File: config.mk
export PLATFORM = sky130hd
export DESIGN_NAME = fetch_unit
export DESIGN_NICKNAME = d
export VERILOG_FILES = /design/src/rtl/fetch_pkg.sv /design/src/rtl/fetch_fifo.sv /design/src/rtl/fetch_unit.sv
export SDC_FILE = /design/constraint.sdc
export NUM_CORES = 1
export LEC_CHECK = 0
export ABC_AREA = 1
export CAP_MARGIN = 20
export CORE_ASPECT_RATIO = 1.5
export CORE_MARGIN = 5
export CORE_UTILIZATION = 52
export DETAILED_ROUTE_END_ITERATION = 16
export GPL_TIMING_DRIVEN = 0
export PLACE_DENSITY = 0.88
export SETUP_SLACK_MARGIN = 0.05
export SLEW_MARGIN = 30
export SYNTH_ARGS = -nofsm -noshare
export SYNTH_HDL_FRONTEND = slang
export SYNTH_SLANG_ARGS = --single-unit
File: constraint.sdc
create_clock -name clk -period 7.05 [get_ports clk]
set_input_delay 1.41 -clock clk [delete_from_list [all_inputs] [get_ports clk]]
set_output_delay 1.41 -clock clk [all_outputs]
set_load 0.02 [all_outputs]
File: src/rtl/fetch_pkg.sv
`default_nettype none
// -----------------------------------------------------------------
// fetch_pkg : shared constants and types for the fetch unit
// Rev 1.0
// -----------------------------------------------------------------
package fetch_pkg;

  localparam logic [31:0] RESET_PC_DEFAULT = 32'h0040_0000;
  localparam logic [31:0] IMEM_OOB_WORD    = 32'hDEAD_BEEF;

  typedef enum logic [0:0] {
    RUN  = 1'b0,
    HALT = 1'b1
  } fetch_state_t;

  typedef struct packed {
    logic [31:0] pc;
    logic [31:0] inst;
  } fetch_entry_t;

endpackage
`default_nettype wire

File: src/rtl/fetch_fifo.sv
`default_nettype none
// -----------------------------------------------------------------
// fetch_fifo : queue of {pc, inst} entries with flush
// Rev 1.0
// -----------------------------------------------------------------
module fetch_fifo
  import fetch_pkg::*;
#(
  parameter int DEPTH = 2
) (
  input  logic         clk,
  input  logic         rst,
  input  logic         push,
  input  logic         pop,
  input  logic         flush,
  input  fetch_entry_t wdata,
  output fetch_entry_t head,
  output logic         full,
  output logic         empty
);

  localparam int c_AW = (DEPTH > 1) ? $clog2(DEPTH) : 1;
  localparam int c_CW = $clog2(DEPTH) + 1;

  fetch_entry_t    r_mem [DEPTH];
  logic [c_AW-1:0] r_wr_ptr;
  logic [c_AW-1:0] r_rd_ptr;
  logic [c_CW-1:0] r_count;
  logic            w_push;
  logic            w_pop;

  assign empty  = (r_count == '0);
  assign full   = (r_count == c_CW'(DEPTH));
  assign w_pop  = pop && !empty;
  // A push into a full queue is only legal when the head leaves in the same cycle.
  assign w_push = push && (!full || w_pop);
  assign head   = r_mem[r_rd_ptr];

  always_ff @(posedge clk or posedge rst) begin
    if (rst) begin
      for (int i = 0; i < DEPTH; i++) begin
        r_mem[i] <= '0;
      end
      r_wr_ptr <= '0;
      r_rd_ptr <= '0;
      r_count  <= '0;
    end else if (flush) begin
      r_wr_ptr <= '0;
      r_rd_ptr <= '0;
      r_count  <= '0;
    end else begin
      if (w_push) begin
        r_mem[r_wr_ptr] <= wdata;
        r_wr_ptr        <= r_wr_ptr + c_AW'(1);
      end
      if (w_pop) begin
        r_rd_ptr <= r_rd_ptr + c_AW'(1);
      end
      r_count <= r_count + c_CW'(w_push) - c_CW'(w_pop);
    end
  end

endmodule
`default_nettype wire

File: src/rtl/fetch_unit.sv
`default_nettype none
// -----------------------------------------------------------------
// fetch_unit : PC owner, imem address and fetch queue toward decode
// Optional macro FETCH_STATS_EN adds stat_fetched / stat_stall. Rev 1.0
// -----------------------------------------------------------------
module fetch_unit
  import fetch_pkg::*;
#(
  parameter logic [31:0] RESET_PC   = RESET_PC_DEFAULT,
  parameter int          FIFO_DEPTH = 2
) (
  input  logic        clk,
  input  logic        rst,
  output logic [31:0] imem_addr,
  input  logic [31:0] imem_rd,
  input  logic        redirect_valid,
  input  logic [31:0] redirect_pc,
  output logic        inst_valid,
  output logic [31:0] inst,
  output logic [31:0] inst_pc,
  input  logic        inst_ready,
`ifdef FETCH_STATS_EN
  output logic [31:0] stat_fetched,
  output logic [31:0] stat_stall,
`endif
  output logic        fault,
  output logic [31:0] fault_pc
);

  fetch_state_t r_state;
  fetch_state_t w_state_nxt;
  logic [31:0]  r_pc;
  logic [31:0]  w_pc_nxt;
  logic         r_fault;
  logic         w_fault_nxt;
  logic [31:0]  r_fault_pc;
  logic [31:0]  w_fault_pc_nxt;

  logic         w_full;
  logic         w_empty;
  logic         w_pop;
  logic         w_push;
  logic         w_flush;
  fetch_entry_t w_head;
  fetch_entry_t w_wdata;

  assign imem_addr  = r_pc;
  assign inst_valid = !w_empty;
  assign inst       = w_head.inst;
  assign inst_pc    = w_head.pc;
  assign fault      = r_fault;
  assign fault_pc   = r_fault_pc;
  assign w_pop      = inst_valid && inst_ready;
  assign w_wdata    = {r_pc, imem_rd};

  fetch_fifo #(
    .DEPTH (FIFO_DEPTH)
  ) u_fifo (
    .clk   (clk),
    .rst   (rst),
    .push  (w_push),
    .pop   (w_pop),
    .flush (w_flush),
    .wdata (w_wdata),
    .head  (w_head),
    .full  (w_full),
    .empty (w_empty)
  );

  always_ff @(posedge clk or posedge rst) begin
    if (rst) begin
      r_state    <= RUN;
      r_pc       <= RESET_PC;
      r_fault    <= 1'b0;
      r_fault_pc <= '0;
    end else begin
      r_state    <= w_state_nxt;
      r_pc       <= w_pc_nxt;
      r_fault    <= w_fault_nxt;
      r_fault_pc <= w_fault_pc_nxt;
    end
  end

  always_comb begin
    w_state_nxt    = r_state;
    w_pc_nxt       = r_pc;
    w_fault_nxt    = r_fault;
    w_fault_pc_nxt = r_fault_pc;
    w_push         = 1'b0;
    w_flush        = 1'b0;
    // A redirect wins over everything; the flush also discards a same-cycle pop.
    if (redirect_valid) begin
      w_flush     = 1'b1;
      w_pc_nxt    = {redirect_pc[31:2], 2'b00};
      w_fault_nxt = 1'b0;
      w_state_nxt = RUN;
    end else begin
      case (r_state)
        RUN: begin
          if (!w_full || w_pop) begin
            if (imem_rd == IMEM_OOB_WORD) begin
              w_fault_nxt    = 1'b1;
              w_fault_pc_nxt = r_pc;
              w_state_nxt    = HALT;
            end else begin
              w_push   = 1'b1;
              w_pc_nxt = r_pc + 32'd4;
            end
          end
        end
        HALT: begin
          w_state_nxt = HALT;
        end
        default: begin
          w_state_nxt = RUN;
        end
      endcase
    end
  end

`ifdef FETCH_STATS_EN
  logic [31:0] r_stat_fetched;
  logic [31:0] r_stat_stall;
  logic        w_stall;

  assign w_stall      = (r_state == RUN) && !redirect_valid && w_full && !w_pop;
  assign stat_fetched = r_stat_fetched;
  assign stat_stall   = r_stat_stall;

  always_ff @(posedge clk or posedge rst) begin
    if (rst) begin
      r_stat_fetched <= '0;
      r_stat_stall   <= '0;
    end else begin
      if (w_push) begin
        r_stat_fetched <= r_stat_fetched + 32'd1;
      end
      if (w_stall) begin
        r_stat_stall <= r_stat_stall + 32'd1;
      end
    end
  end
`endif

endmodule
`default_nettype wire
==> run metrics <==
area occupied by multi-input gates 4061 sq um; fin area 12310 sq um; Crit. End Element output port; clock-pin slew on the worst setup and hold paths 0.07 ns; routed vias 9251; Diodes inserted 0; status complete, no violations; Iter 0 DRT Violations 768; Yosys cell types 29; hold path depth 2; worst path required time 5.64 ns; unrepaired setup endpoints after global routing false; largest net degree at the start of global routing 87; CP Cell Sequence clkbuf_1 > inv_2 > clkbuf_1 > nand2_1 > nand2_1 > clkdlybuf4s50_1; setup violators final 0; Starting Density 0.5283; CP max-delay cell clkdlybuf4s50_1; Seq/Total Area, Yosys 0.5017; initial antenna violation count 0; hold wc startpoint u_fifo.r_mem[83]; relative slew slack 0.5846; Worst Path Max Fanout 10; post-detail-place hpwl 21.50 mm; FF/Latch Area 4756 sq um; CTS Buffer Depth 2; first-pass GRT wire length 46.64 mm; vias per cell 5.271; GRT Overall Usage 0.2792; TritonRoute pass-1 iters 5; grt total ovfl 0; Tcrit/Tclk final 0.5732; top cells by area, synth dfrtp_1 50%, nand2_1 31%, nand3_1 3.5%; Reg2Reg Depth 10; total power 4.907 mW; Worst-Margin Slew 0.6231 ns; post-place instance area 11710 sq um; worst flop-to-flop path endpoint imem_addr[12]; clk sink count 190; PD cells 398.6 nW/um^2; post-CTS setup buffers 0; reg2reg start imem_addr[3]; Core Box Area 17940 sq um; Rows 60; CTS Buf Count 17; Clock Tree Root clkbuf_16; Placer Congestion 0.9226; Peak Freq 0.2475 GHz; Routed WL 29.02 mm; commonest non-fill, non-tap cell in the layout nand2_1; area of the mapped netlist 9479 sq um; Filler cells 1467; layout cells sized above 1 0.06372; top cell type by total area after synthesis dfrtp_1; die area 21090 sq um; Hold Violations, Final 0; cts-stage hold buffer count 0; H-tree depth 4; drt drc 0; WL/cell 16.54 microns; post-CTS sizing 0; Port Buffers 188; minimum clock period 4.041 ns; Layout area overhead 29.87%; final core occ 0.6861; CP arrival 2.63 ns; fin. max-slew vios 0; crit start category flop; post-synth top area share 0.4989; Final WS setup 3.009 ns; Post-Place Setup Slack 3.382 ns; slowest cell delay on critical path 0.63 ns; FF+latch count, synth 190; setup skew after layout 0.01193 ns; CP Class flop to output port; worst hold-check path type flop to flop; Die Wd 120.2 microns; most frequent cells in the layout 774 x nand2_1, 189 x dfrtp_1, 188 x clkdlybuf4s50_1; CTS tree done; WHS Endpoint u_fifo.r_mem[83]; synth warn 0; R2R setup slack 4.79 ns; vias in the first global route 9227; Max Cap Viol 0; Synth Area per Inst 7.230 sq um; leakage power total 6.361 nW; Chip Height 175.4 microns; Max VDD drop 0.1777 mV; Top-Level Pins 198; Final ANT Viol Nets 0; worst-skew pair later-pin latency 0.44 ns; Cells after Synth 1311; nets 1596
state kept, by name, indices dropped and copies added (netlist names):
name / cells
imem_addr: 30
u_fifo.r_wr_ptr: 1
r_state: 1
u_fifo.r_rd_ptr: 1
fault_pc: 30
fault: 1
u_fifo.r_count: 2
u_fifo.r_mem: 124
worst max-delay path by stage:
stage | startpoint | end | slack (ns) | depth (start not counted)
final | u_fifo.r_rd_ptr | inst_pc[14] | 3.01 | 6
after global routing | u_fifo.r_rd_ptr | inst_pc[12] | 2.86 | 6
after CTS | u_fifo.r_rd_ptr | inst_pc[12] | 2.96 | 6
after detailed placement | imem_rd[27] | u_fifo.r_count[1] | 3.38 | 11
after global placement | rst | fault_pc[26] | -1.88 | 2
after floorplan | rst | fault | 0.47 | 1
report_power, final:
part | switching [mW] | internal [mW] | total (mW)
Sequential | 0.274 | 1.48 | 1.76
Clock | 0.457 | 0.523 | 0.980
Combinational | 1.28 | 0.887 | 2.17
final cells by class:
type                       instances  share of cell area
tap                              217             0.02205
clock buffer                      19             0.03679
inverter                          58             0.01829
sequential                       190              0.3863
multi-input combinational        994              0.3299
clock inverter                    13             0.01169
buffer                            74             0.03761
timing repair buffer             190              0.1573
Yosys cell counts:
library cell and number:
buf_2 19, a21oi_1 2, nand3_1 67, inv_1 54, nand3_4 1, nand4_2 1
conb_1 1, o21bai_1 2, xor2_1 8, o21ai_0 47, dfstp_2 1, nand2_1 774
nand3_2 2, ha_1 3, a31oi_1 1, clkbuf_1 30, nand3b_1 1, nor2_8 2
o21ai_1 2, buf_6 18, clkinv_1 1, nand2_2 3, xnor2_1 2, dfrtp_1 189
buf_4 7, inv_2 3, nand4_1 1, nor2_1 63, or2_2 6
per-stage QoR:
| step | hold slack (ns) | TNS [ns] | instances |
|---|---|---|---|
| 6_report | 0.4804 | 0 | 1755 |
| 5_1_grt | 0.4923 | 0 | 1755 |
| 2_1_floorplan | 0.4487 | 0 | 1316 |
| 3_5_place_dp | 0.4651 | 0 | 1723 |
| 3_3_place_gp | 0.4611 | -352.55 | 1721 |
| 4_1_cts | 0.4833 | 0 | 1755 |
critical path: cells and delay by family, from the launching register on:
kind | cells | cell delay (ns)
and+or+nand+nor | 2 | 0.27
DFF | 1 | 0.36
buffers and inverters | 4 | 1.58
routing by layer:
| metal | track usage | part of all wire |
|---|---|---|
| met5 | 0 | 0 |
| met4 | 0.1602 | 0.059 |
| met3 | 0.04478 | 0.052 |
| met2 | 0.4931 | 0.51 |
| met1 | 0.3184 | 0.37 |
kinds of logic after synthesis:
logic type	Yosys count	synth area share
XOR/XNOR	10	0.009240
adder cells (fa/ha/maj)	3	0.003960
other	1	0.0003956
flip-flops	190	0.5017
AND/OR/NAND/NOR	921	0.3837
AO/OA/AOI/OAI	54	0.02917
buffers and inverters	132	0.07180
Note: power is estimated with default switching activity, not from simulation.
